<file path="src/rtl/alu_control_seq.sv">
// ============================================================================
// Module   : alu_control_seq
// Purpose  : ALU-control decoder with valid/ready handshake and multi-cycle
//            (MUL/DIV) execute sequencing, registered outputs.
// Revision : 1.0  initial release
// ============================================================================
`default_nettype none

module alu_control_seq #(
  parameter int FUNC_W    = 4,
  parameter int CTRL_W    = 3,
  parameter int MC_CYCLES = 16
) (
  input  logic              clk,
  input  logic              rst_n,
  input  logic              in_valid,
  output logic              in_ready,
  input  logic [1:0]        alu_op,
  input  logic [FUNC_W-1:0] func,
  input  logic              flush,
  output logic [CTRL_W-1:0] alu_control,
  output logic              out_valid,
  input  logic              out_ready,
  output logic              mc_start,
  output logic              mc_busy,
  output logic              illegal
);

  localparam int c_cnt_w = (MC_CYCLES > 1) ? $clog2(MC_CYCLES) : 1;
  localparam logic [c_cnt_w-1:0] c_mc_load = c_cnt_w'(MC_CYCLES - 1);

  typedef enum logic [1:0] {
    IDLE = 2'd0,
    MC   = 2'd1,
    OUT  = 2'd2
  } state_t;

  state_t             r_state;
  logic [c_cnt_w-1:0] r_cnt;
  logic [CTRL_W-1:0]  r_alu_control;
  logic               r_illegal;
  logic               r_out_valid;
  logic               r_mc_start;
  logic               r_mc_busy;

  logic [2:0]         w_code;
  logic               w_illegal;
  logic               w_multi;
  logic               w_in_ready;
  logic               w_xfer;

  // Combinational decode of the request currently presented.
  always_comb begin
    w_code    = 3'd0;
    w_illegal = 1'b0;
    w_multi   = 1'b0;
    unique case (alu_op)
      2'b11: w_code = 3'd0;
      2'b01: w_code = 3'd1;
      2'b10: w_illegal = 1'b1;
      default: begin
        if (func > FUNC_W'(7)) begin
          w_illegal = 1'b1;
        end else begin
          w_code  = func[2:0];
          w_multi = (func[2:1] == 2'b11);
        end
      end
    endcase
  end

  // Reset and flush both block acceptance in the same cycle they are seen.
  assign w_in_ready = rst_n && !flush &&
                      ((r_state == IDLE) || ((r_state == OUT) && out_ready));
  assign w_xfer     = in_valid && w_in_ready;

  always_ff @(posedge clk) begin
    if (!rst_n || flush) begin
      r_state       <= IDLE;
      r_cnt         <= '0;
      r_alu_control <= '0;
      r_illegal     <= 1'b0;
      r_out_valid   <= 1'b0;
      r_mc_start    <= 1'b0;
      r_mc_busy     <= 1'b0;
    end else begin
      r_mc_start <= 1'b0;
      if (w_xfer) begin
        r_alu_control <= CTRL_W'(w_code);
        r_illegal     <= w_illegal;
        if (w_multi) begin
          r_state     <= MC;
          r_cnt       <= c_mc_load;
          r_mc_start  <= 1'b1;
          r_mc_busy   <= 1'b1;
          r_out_valid <= 1'b0;
        end else begin
          r_state     <= OUT;
          r_cnt       <= '0;
          r_mc_busy   <= 1'b0;
          r_out_valid <= 1'b1;
        end
      end else begin
        unique case (r_state)
          MC: begin
            if (r_cnt == '0) begin
              r_state     <= OUT;
              r_mc_busy   <= 1'b0;
              r_out_valid <= 1'b1;
            end else begin
              r_cnt <= r_cnt - 1'b1;
            end
          end
          OUT: begin
            // Result is held until consumed; alu_control/illegal keep their value.
            if (out_ready) begin
              r_state     <= IDLE;
              r_out_valid <= 1'b0;
            end
          end
          default: begin
            r_state     <= IDLE;
            r_out_valid <= 1'b0;
            r_mc_busy   <= 1'b0;
          end
        endcase
      end
    end
  end

  assign in_ready    = w_in_ready;
  assign alu_control = r_alu_control;
  assign illegal     = r_illegal;
  assign out_valid   = r_out_valid;
  assign mc_start    = r_mc_start;
  assign mc_busy     = r_mc_busy;

endmodule

`default_nettype wire

</file>
<file path="config.mk">
export PLATFORM = sky130hd
export DESIGN_NAME = alu_control_seq
export DESIGN_NICKNAME = d
export VERILOG_FILES = /design/src/rtl/alu_control_seq.sv
export SDC_FILE = /design/constraint.sdc
export NUM_CORES = 1
export LEC_CHECK = 0
export CORE_MARGIN = 2
export CORE_UTILIZATION = 42
export CTS_CLUSTER_SIZE = 14
export DETAILED_ROUTE_END_ITERATION = 6
export MAX_ROUTING_LAYER = met4
export PLACE_DENSITY_LB_ADDON = 0.3
export REMOVE_ABC_BUFFERS = 1
export SLEW_MARGIN = 15
export SYNTH_ARGS = -nofsm -noshare
export SYNTH_HDL_FRONTEND = slang
export SYNTH_SLANG_ARGS = --single-unit
</file>
<file path="constraint.sdc">
create_clock -name clk -period 1.75 [get_ports clk]
set_input_delay 0.175 -clock clk [delete_from_list [all_inputs] [get_ports clk]]
set_output_delay 0.175 -clock clk [all_outputs]
set_load 0.05 [all_outputs]
</file>
==> results_dict.tcl <==
set metrics [dict create \
    status "completed" \
    fin_crit_sh_pct 94.5 \
    num_vias 533 \
    port_buffers 18 \
    max_cap_violations 0 \
    use_met2_pct 30.2 \
    die_h_um 40.7 \
    avgViaCountPerCell 4.98 \
    setup_viol 0 \
    crit_family "buffers and inverters" \
    post_cts_buffers 0 \
    grt_use_total_pct 19.7 \
    path_depth 1 \
    clkLatencyLatePin_ps 270 \
    fillCellCount 101 \
    worstMarginPinSlew_ps 492 \
    grt_pass1_vias 502 \
    grt_max_degree 12 \
    place_ws_ps -108 \
    die-area_um2 1660 \
    cts-root-buf "clkbuf_4" \
    die_w_um 40.7 \
    worst-r2r-setup-slack_ps 150 \
    synthCells 67 \
    rsz0062_at_grt "false" \
    power_uw 570 \
    syn-mean-instance-area_um2 8.46 \
    r2r-start "r_state[1]" \
    grt_pass1_wl_um 2100 \
    antenna_found_initial 0 \
    min_period_ps 1650 \
    ys_seq_area_share_pct 42.4 \
    cts_tree "yes" \
    numCtsBuffers 3 \
    fmax_mhz 605 \
    final_layout_size_suffix_gt1_share_pct 14.1 \
    ys.flop_type "dfxtp_1" \
    cts_max_path_buffers 2 \
    power_density_nw_per_um2 683 \
    layout_setup_ws_ps 95.8 \
    p_leak_uw 0.000299 \
    met3_usage_pct 4.89 \
    overflow 0 \
    busiest_layer "met2" \
    area_growth_pct 47.2 \
    clk_pin_slew_worst_paths_ps 80 \
    yosysWarnings 0 \
    hp-class "flop to flop" \
    synth_top_area_cell "dfxtp_1" \
    synth_common_cells "dfxtp_1 (12), a21oi_1 (10), inv_1 (7), nand2_1 (6), nor2_1 (4)" \
    startpoint_type "flop" \
    antenna_cells 0 \
    cts_resized 0 \
    dp.final_hpwl_um 966 \
    drc 0 \
    gr-usage-met1_pct 25.7 \
    hold_violations 0 \
    ant_nets 0 \
    reg2reg_to "illegal" \
    cp_cell_sequence "clkdlybuf4s50_1" \
    worstPathArrival_ps 1480 \
    clock_skew_ps 6.93 \
    fin_nets 105 \
    gp_congestion 0.721 \
    ir_worst_vdd_v 0.000560 \
    crit_fanout 5 \
    yosysUniqueCellTypes 26 \
    crit_start "r_state[1]" \
    design.portCount 19 \
    critPathBufInv 1 \
    critPathCaptureType "primary output" \
    slew_violations 0 \
    regArea_um2 240 \
    netlist_area_um2 567 \
    critical_path_class "flop to primary output" \
    critPathRequiredTime_ps 1570 \
    ys_async_sr_fraction_pct 0 \
    start_util_pct 44.1 \
    num_rows 13 \
    yosys.area.top_type_share_pct 42.4 \
    r2r_cells 4 \
    hold_buffers 0 \
    max_slew_margin_pct 67.1 \
    synth.area.top_cells "dfxtp_1 (42%), a21oi_1 (8.8%), inv_1 (4.6%)" \
    wirelength_um 1230 \
    clock_sinks 12 \
    synth-seq-cells 12 \
    fp.coreArea_um2 1280 \
    cts_max_level 1 \
    wire_per_inst_um 11.5 \
    crit_slowest_cell "clkdlybuf4s50_1" \
    slowest_delay_ps 830 \
    synth-edff-count 0 \
    multiInputGateArea_um2 285 \
    crit_end "out_valid" \
    yosysMostFrequentCell "dfxtp_1" \
    drt_iter0_markers 10 \
    firstDrtPassIters 4 \
]
[state kept, by name, indices dropped and copies added, names as in the netlist]
| register | flops |
|---|---|
| r_state | 2 |
| mc_busy | 1 |
| illegal | 1 |
| alu_control | 3 |
| r_cnt | 4 |
| mc_start | 1 |
[layout make-up]
cell class	count	share of cell area, %
sequential	12	28.8
tap	15	2.25
clock buffer	4	4.35
inverter	7	3.15
timing repair buffer	23	27.3
multi-input combinational	46	34.2
[per-layer routing]
metal | wire length, um | share of wire (%)
met1 | 591 | 48
met2 | 582 | 47
met3 | 45 | 3.6
met4 | 14 | 1.1
met5 | 0 | 0
[power breakdown]
part / internal [uW] / switching [uW] / total, uW
clock: 126 / 91.9 / 218
combinational: 41.1 / 32.7 / 73.9
sequential: 276 / 2.51 / 278
[layout by cell type, fill, tap and decap left out, types with 2 or more instances in the layout]
master and instances:
a21oi_1 10, buf_4 5, clkbuf_4 3, clkdlybuf4s50_1 17, dfxtp_1 12, inv_1 7, nand2_1 6, nand2b_1 2
nand3_1 3, nor2_1 4, nor3_1 3, o41ai_1 2, or3_1 2
[metrics by stage]
| step | hold slack [ps] | setup TNS, ps | util (%) | instances | cell area, um^2 |
|---|---|---|---|---|---|
| detailed placement | 453 | -412 | 62.1 | 103 | 798 |
| CTS | 464 | 0 | 64.9 | 107 | 835 |
| global placement | 442 | -274 | 62.1 | 103 | 798 |
| finish | 458 | 0 | 64.9 | 107 | 835 |
| floorplan | 323 | -280 | - | 65 | 552 |
| global route | 493 | 0 | 64.9 | 107 | 835 |
[worst min-delay path by stage]
stage	from	to	slack [ps]	cells after the start
finish	alu_control[1]	alu_control[1]	460	2
CTS	alu_control[0]	alu_control[0]	460	2
global placement	alu_control[1]	alu_control[1]	440	2
global route	mc_busy	mc_busy	490	2
detailed placement	alu_control[0]	alu_control[0]	450	2
floorplan	func[2]	alu_control[2]	320	2
[kinds of logic (layout without fill, tap and decap cells)]
group           count (synthesis)  count (layout)  synth area share (%)
simple gates                   28              28                  28.9
compound gates                 15              15                  15.9
flops                          12              12                  42.4
buf+inv                         9              34                  7.28
fa+ha+maj                       1               1                  2.21
xor+xnor                        1               1                  1.55
mux                             1               1                  1.77
No activity file was read; power rests on OpenSTA's default activity.
